<file path="src/rtl/param_sync_fifo_if.sv">
// Handshake bundle for param_sync_fifo: write/read requests, read data and status.
// The master side drives requests; the FIFO sits on the slave side.
interface param_sync_fifo_if #(
  parameter int DATA_WIDTH = 4,
  parameter int ADDR_WIDTH = 3
);
  logic                  wr_en;
  logic [DATA_WIDTH-1:0] wr_data;
  logic                  rd_en;
  logic                  clr_err;
  logic [DATA_WIDTH-1:0] rd_data;
  logic                  rd_valid;
  logic                  full;
  logic                  empty;
  logic                  almost_full;
  logic                  almost_empty;
  logic [ADDR_WIDTH:0]   count;
  logic                  overflow;
  logic                  underflow;

  modport master (
    output wr_en, wr_data, rd_en, clr_err,
    input  rd_data, rd_valid, full, empty, almost_full, almost_empty,
           count, overflow, underflow
  );

  modport slave (
    input  wr_en, wr_data, rd_en, clr_err,
    output rd_data, rd_valid, full, empty, almost_full, almost_empty,
           count, overflow, underflow
  );
endinterface

</file>
<file path="src/rtl/param_sync_fifo.sv">
// Single-clock FIFO with occupancy count, almost-full/empty thresholds, sticky
// overflow/underflow flags and a standard or first-word-fall-through read port.
module param_sync_fifo #(
  parameter int DATA_WIDTH = 4,
  parameter int ADDR_WIDTH = 3,
  parameter int AFULL_LVL  = 6,
  parameter int AEMPTY_LVL = 2,
  parameter int FWFT       = 0
) (
  input  logic               clk,
  input  logic               rst_n,
  param_sync_fifo_if.slave   bus
);
  localparam int DEPTH = 1 << ADDR_WIDTH;

  typedef logic [ADDR_WIDTH:0] cnt_t;
  localparam cnt_t DEPTH_C  = cnt_t'(DEPTH);
  localparam cnt_t AFULL_C  = cnt_t'(AFULL_LVL);
  localparam cnt_t AEMPTY_C = cnt_t'(AEMPTY_LVL);
  localparam cnt_t ONE_C    = cnt_t'(1);

  logic [DATA_WIDTH-1:0] mem [DEPTH];

  // Pointers keep one extra wrap bit so full and empty never alias.
  cnt_t wptr_q, wptr_d, rptr_q, rptr_d, count_q, count_d;
  logic full_q, full_d, empty_q, empty_d;
  logic afull_q, afull_d, aempty_q, aempty_d;
  logic ovf_q, ovf_d, udf_q, udf_d;
  logic wr_acc, rd_acc;

  always_comb begin
    wr_acc = bus.wr_en && !full_q;
    rd_acc = bus.rd_en && !empty_q;
    wptr_d = wr_acc ? wptr_q + ONE_C : wptr_q;
    rptr_d = rd_acc ? rptr_q + ONE_C : rptr_q;
    count_d = count_q;
    case ({wr_acc, rd_acc})
      2'b10:   count_d = count_q + ONE_C;
      2'b01:   count_d = count_q - ONE_C;
      default: count_d = count_q;
    endcase
    full_d   = (count_d == DEPTH_C);
    empty_d  = (count_d == '0);
    afull_d  = (count_d >= AFULL_C);
    aempty_d = (count_d <= AEMPTY_C);
    // A fresh error wins over a clear requested in the same cycle.
    ovf_d = (bus.wr_en && full_q)  || (ovf_q && !bus.clr_err);
    udf_d = (bus.rd_en && empty_q) || (udf_q && !bus.clr_err);
  end

  always_ff @(posedge clk or negedge rst_n) begin
    if (!rst_n) begin
      wptr_q   <= '0;
      rptr_q   <= '0;
      count_q  <= '0;
      full_q   <= 1'b0;
      empty_q  <= 1'b1;
      afull_q  <= 1'b0;
      aempty_q <= 1'b1;
      ovf_q    <= 1'b0;
      udf_q    <= 1'b0;
    end else begin
      wptr_q   <= wptr_d;
      rptr_q   <= rptr_d;
      count_q  <= count_d;
      full_q   <= full_d;
      empty_q  <= empty_d;
      afull_q  <= afull_d;
      aempty_q <= aempty_d;
      ovf_q    <= ovf_d;
      udf_q    <= udf_d;
    end
  end

  always_ff @(posedge clk) begin
    if (wr_acc) begin
      mem[wptr_q[ADDR_WIDTH-1:0]] <= bus.wr_data;
    end
  end

  generate
    if (FWFT == 0) begin : g_std
      logic [DATA_WIDTH-1:0] rd_data_q;
      logic                  rd_valid_q;

      always_ff @(posedge clk or negedge rst_n) begin
        if (!rst_n) begin
          rd_data_q  <= '0;
          rd_valid_q <= 1'b0;
        end else begin
          rd_valid_q <= rd_acc;
          if (rd_acc) begin
            rd_data_q <= mem[rptr_q[ADDR_WIDTH-1:0]];
          end
        end
      end

      assign bus.rd_data  = rd_data_q;
      assign bus.rd_valid = rd_valid_q;
    end else begin : g_fwft
      // Head word is presented directly; forced to zero while nothing is stored.
      assign bus.rd_data  = empty_q ? '0 : mem[rptr_q[ADDR_WIDTH-1:0]];
      assign bus.rd_valid = !empty_q;
    end
  endgenerate

  assign bus.count        = count_q;
  assign bus.full         = full_q;
  assign bus.empty        = empty_q;
  assign bus.almost_full  = afull_q;
  assign bus.almost_empty = aempty_q;
  assign bus.overflow     = ovf_q;
  assign bus.underflow    = udf_q;
endmodule
</file>
<file path="src/flat_wrapper.sv">
// flat-port wrapper written by rule: the top's interface ports become plain ports
module param_sync_fifo_flat 
#(
  parameter int DATA_WIDTH = 4,
  parameter int ADDR_WIDTH = 3,
  parameter int AFULL_LVL  = 6,
  parameter int AEMPTY_LVL = 2,
  parameter int FWFT       = 0
)
  (clk, rst_n, bus_wr_en, bus_wr_data, bus_rd_en, bus_clr_err, bus_rd_data, bus_rd_valid, bus_full, bus_empty, bus_almost_full, bus_almost_empty, bus_count, bus_overflow, bus_underflow);
  param_sync_fifo_if #(.DATA_WIDTH(DATA_WIDTH), .ADDR_WIDTH(ADDR_WIDTH)) bus_i ();
  input  logic clk;
  input  logic rst_n;
  input wire logic [$bits(bus_i.wr_en)-1:0] bus_wr_en;
  input wire logic [$bits(bus_i.wr_data)-1:0] bus_wr_data;
  input wire logic [$bits(bus_i.rd_en)-1:0] bus_rd_en;
  input wire logic [$bits(bus_i.clr_err)-1:0] bus_clr_err;
  output wire logic [$bits(bus_i.rd_data)-1:0] bus_rd_data;
  output wire logic [$bits(bus_i.rd_valid)-1:0] bus_rd_valid;
  output wire logic [$bits(bus_i.full)-1:0] bus_full;
  output wire logic [$bits(bus_i.empty)-1:0] bus_empty;
  output wire logic [$bits(bus_i.almost_full)-1:0] bus_almost_full;
  output wire logic [$bits(bus_i.almost_empty)-1:0] bus_almost_empty;
  output wire logic [$bits(bus_i.count)-1:0] bus_count;
  output wire logic [$bits(bus_i.overflow)-1:0] bus_overflow;
  output wire logic [$bits(bus_i.underflow)-1:0] bus_underflow;
  assign bus_i.wr_en = bus_wr_en;
  assign bus_i.wr_data = bus_wr_data;
  assign bus_i.rd_en = bus_rd_en;
  assign bus_i.clr_err = bus_clr_err;
  assign bus_rd_data = bus_i.rd_data;
  assign bus_rd_valid = bus_i.rd_valid;
  assign bus_full = bus_i.full;
  assign bus_empty = bus_i.empty;
  assign bus_almost_full = bus_i.almost_full;
  assign bus_almost_empty = bus_i.almost_empty;
  assign bus_count = bus_i.count;
  assign bus_overflow = bus_i.overflow;
  assign bus_underflow = bus_i.underflow;
  param_sync_fifo #(.DATA_WIDTH(DATA_WIDTH), .ADDR_WIDTH(ADDR_WIDTH), .AFULL_LVL(AFULL_LVL), .AEMPTY_LVL(AEMPTY_LVL), .FWFT(FWFT)) u_core (.clk(clk), .rst_n(rst_n), .bus(bus_i));
endmodule
</file>
<file path="config.mk">
export PLATFORM = sky130hd
export DESIGN_NAME = param_sync_fifo_flat
export DESIGN_NICKNAME = d
export VERILOG_FILES = /design/src/rtl/param_sync_fifo_if.sv /design/src/rtl/param_sync_fifo.sv /design/src/flat_wrapper.sv
export SDC_FILE = /design/constraint.sdc
export NUM_CORES = 1
export LEC_CHECK = 0
export CORE_ASPECT_RATIO = 2
export CORE_MARGIN = 2
export CORE_UTILIZATION = 47
export DETAILED_ROUTE_END_ITERATION = 10
export MAX_ROUTING_LAYER = met4
export PLACE_DENSITY = 0.76
export SLEW_MARGIN = 10
export SYNTH_ARGS = -nofsm -noshare
export SYNTH_HDL_FRONTEND = slang
export SYNTH_SLANG_ARGS = --single-unit
export TNS_END_PERCENT = 1
</file>
<file path="constraint.sdc">
create_clock -name clk -period 5.3 [get_ports clk]
set_input_delay 0.53 -clock clk [delete_from_list [all_inputs] [get_ports clk]]
set_output_delay 0.53 -clock clk [all_outputs]
set_load 0.005 [all_outputs]
</file>
==> impl_metrics.env <==
export IMPL_status="finished clean"
export IMPL_p_leak_nw=0.967
export IMPL_netlist_area_sq_mm=0.00222
export IMPL_hold_viol=0
export IMPL_yosysTopAreaCell="edfxtp_1"
export IMPL_cts_root_buf="clkbuf_8"
export IMPL_slew_violations=0
export IMPL_hold_path_depth=2
export IMPL_num_vias=1254
export IMPL_dp_hpwl_mm=2.94
export IMPL_max_freq_ghz=0.379
export IMPL_antenna_left=0
export IMPL_antenna_found_initial=0
export IMPL_startpoint_type="input pin"
export IMPL_path_class="in -> reg"
export IMPL_io_pins=24
export IMPL_hold_class="reg -> reg"
export IMPL_intPower_mw=0.948
export IMPL_final_core_util=0.563
export IMPL_setup_viol=0
export IMPL_worstPathArrival_ps=2890
export IMPL_stdcell_count=232
export IMPL_cts_hold_buf=0
export IMPL_drt_initial_drc_count=27
export IMPL_switching_share=0.343
export IMPL_reg2reg_slack_ps=2950
export IMPL_hold_start="u_core.bus.rd_data[0]"
export IMPL_rsz0062_at_grt="no"
export IMPL_dieWidth_um=52.6
export IMPL_cts_tree="built"
export IMPL_cts_resized_gates=0
export IMPL_wl_per_cell_um=16.7
export IMPL_pwr_share_clk=0.163
export IMPL_power_density_mw_per_mm2=557
export IMPL_crit_required_ps=5560
export IMPL_end_kind="flop"
export IMPL_grt_util_all_layers=0.170
export IMPL_fin_tns_setup_ps=0
export IMPL_grt_pass1_wl_mm=6.07
export IMPL_combPwrFrac=0.368
export IMPL_synthCells=151
export IMPL_p_sw_mw=0.495
export IMPL_rr_endpoint="u_core.bus.empty"
export IMPL_grt_overflow=0
export IMPL_critPathMaxFanout=8
export IMPL_drv_cap=0
export IMPL_fp_row_count=35
export IMPL_ff2ff_path_depth=9
export IMPL_min_to="u_core.bus.rd_data[0]"
export IMPL_max_slew_margin=0.391
export IMPL_synthArstFlopShare=0.396
export IMPL_synth_area_leaders="edfxtp_1 (43%), dfrtp_1 (21%), mux4_2 (8.1%), nand2_1 (3.4%), dfstp_2 (2.4%)"
export IMPL_synthToLayoutAreaGrowth_pct=16.5
export IMPL_crit_path_max_incr_delay_ps=470
export IMPL_synth_cell_types=33
export IMPL_crit_slowest_cell="clkdlybuf4s50_1"
export IMPL_synth_fp_nets=164
export IMPL_placedCellCount=224
export IMPL_synth_most_common_cell="edfxtp_1"
export IMPL_drc_errors=0
export IMPL_grt_max_degree=22
export IMPL_clockBufferDepth=2
export IMPL_antenna_diode_count=0
export IMPL_start_util=0.483
export IMPL_max_slew_worst_pin_slew_ps=911
export IMPL_cts_inserted_buffers=5
export IMPL_firstDrtPassIters=4
export IMPL_gp_congestion=0.841
export IMPL_cts_sinks=53
export IMPL_finalWirelength_mm=3.87
export IMPL_cts_setup_buffers=0
export IMPL_grt_pass1_vias=1288
export IMPL_ys_ff_latch=53
export IMPL_htreeDepth=2
export IMPL_die_area_sq_mm=0.00533
export IMPL_yosys_area_top_type_share=0.432
export IMPL_yosysWarnings=0
export IMPL_synth_common_cells="edfxtp_1 (32), nand2_1 (20), dfrtp_1 (19)"
export IMPL_vias_per_cell=5.41
export IMPL_core_area_sq_mm=0.00460
export IMPL_reg2reg_from="u_core.bus.full"
export IMPL_fin_skew_ps=12.7
export IMPL_yosysSeqAreaShare=0.670
export IMPL_fin_crit_sh=0.498
export IMPL_syn_area_per_cell_sq_um=14.7
export IMPL_pwr_share_seq=0.469
export IMPL_clk_latency_ps=310
export IMPL_clkTransAtPathRegs_ps=100
export IMPL_drive_gt1_frac=0.136
export IMPL_timing_final_crit_period_ps=2640
export IMPL_portBuffers=23
export IMPL_synth_main_ff_cell="edfxtp_1"
export IMPL_synth_edf_count=32
export IMPL_die_h_um=101
export IMPL_crit_chain="clkdlybuf4s50_1 > nor2b_2 > inv_4 > ha_1 > and4b_1 > o21ai_1 > a221oi_2 > xnor2_1 > inv_1 > nor2_1"
export IMPL_nets=189
export IMPL_ir_worst_vdd_mv=0.346
-- stage by stage --
stage	power (mW)	hold WS [ps]	instance area, sq um	setup WS (ps)
6_report	1.44	514	2590	2660
5_1_grt	1.55	546	2590	2490
4_1_cts	1.46	511	2590	2670
3_5_place_dp	1.23	488	2490	2330
3_3_place_gp	1.20	477	2490	2380
2_1_floorplan	1.01	234	2220	3010
-- final cells by class --
type,count,area (sq um)
Fill cell,376,2010
Sequential cell,53,1490
Multi-Input combinational cell,84,669
Timing Repair Buffer,23,230
Clock buffer,5,68.8
Tap cell,55,68.8
Inverter,9,36.3
Clock inverter,3,26.3
-- cells by family after synthesis --
group	after synthesis	synth area share
mux	13	0.104
xor+xnor	6	0.0236
compound gates	16	0.0529
simple gates	45	0.0985
fa+ha+maj	4	0.0225
flops	53	0.670
buf+inv	14	0.0287
-- routing by layer --
layer | routed length (um) | vias up | track usage
met4 | 119 | 0 | 0.0927
met3 | 132 | 9 | 0.0398
met5 | 0 | - | -
li1 | - | 592 | -
met1 | 1340 | 625 | 0.163
met2 | 2280 | 28 | 0.300
-- flip-flops by register name, indices dropped and copies added, names as in the netlist, 3 cells and up --
register	count
u_core.mem	32
u_core.rptr_q	3
u_core.bus.rd_data	4
u_core.wptr_q	3
u_core.bus.count	4
-- how the worst max path moves through the flow --
stage                      from                       to  depth (start not counted)
3_3_place_gp          bus_wr_en         u_core.bus.empty                         10
2_1_floorplan  u_core.bus.empty  u_core.bus.almost_empty                          9
6_report              bus_wr_en         u_core.bus.empty                         10
4_1_cts               bus_wr_en         u_core.bus.empty                         10
5_1_grt               bus_wr_en   u_core.bus.almost_full                          9
3_5_place_dp          bus_wr_en   u_core.bus.almost_full                          9
-- layout by cell type (no fill, tap or decap), types with 6 or more instances in the layout --
cell	instances
edfxtp_1	32
clkdlybuf4s50_1	23
nand2_1	20
dfrtp_1	19
nor2_1	9
inv_1	8
mux4_2	8
xnor2_1	6
-- power by group through the flow --
stage | Sequential [mW] | Combinational [mW] | Clock, mW
6_report | 0.677 | 0.531 | 0.235
5_1_grt | 0.695 | 0.595 | 0.259
4_1_cts | 0.680 | 0.540 | 0.245
3_5_place_dp | 0.688 | 0.540 | 0
3_3_place_gp | 0.680 | 0.517 | 0
2_1_floorplan | 0.635 | 0.377 | 0
-- critical path: cells and delay by family --
kind	cells	cell delay, ps
buffers and inverters	3	670
xor gates and xnor gates	1	230
and+or+nand+nor	3	800
adders and majority gates	1	270
AOI/OAI and AO/OA	2	390
Note: power is estimated with default switching activity, not from simulation.
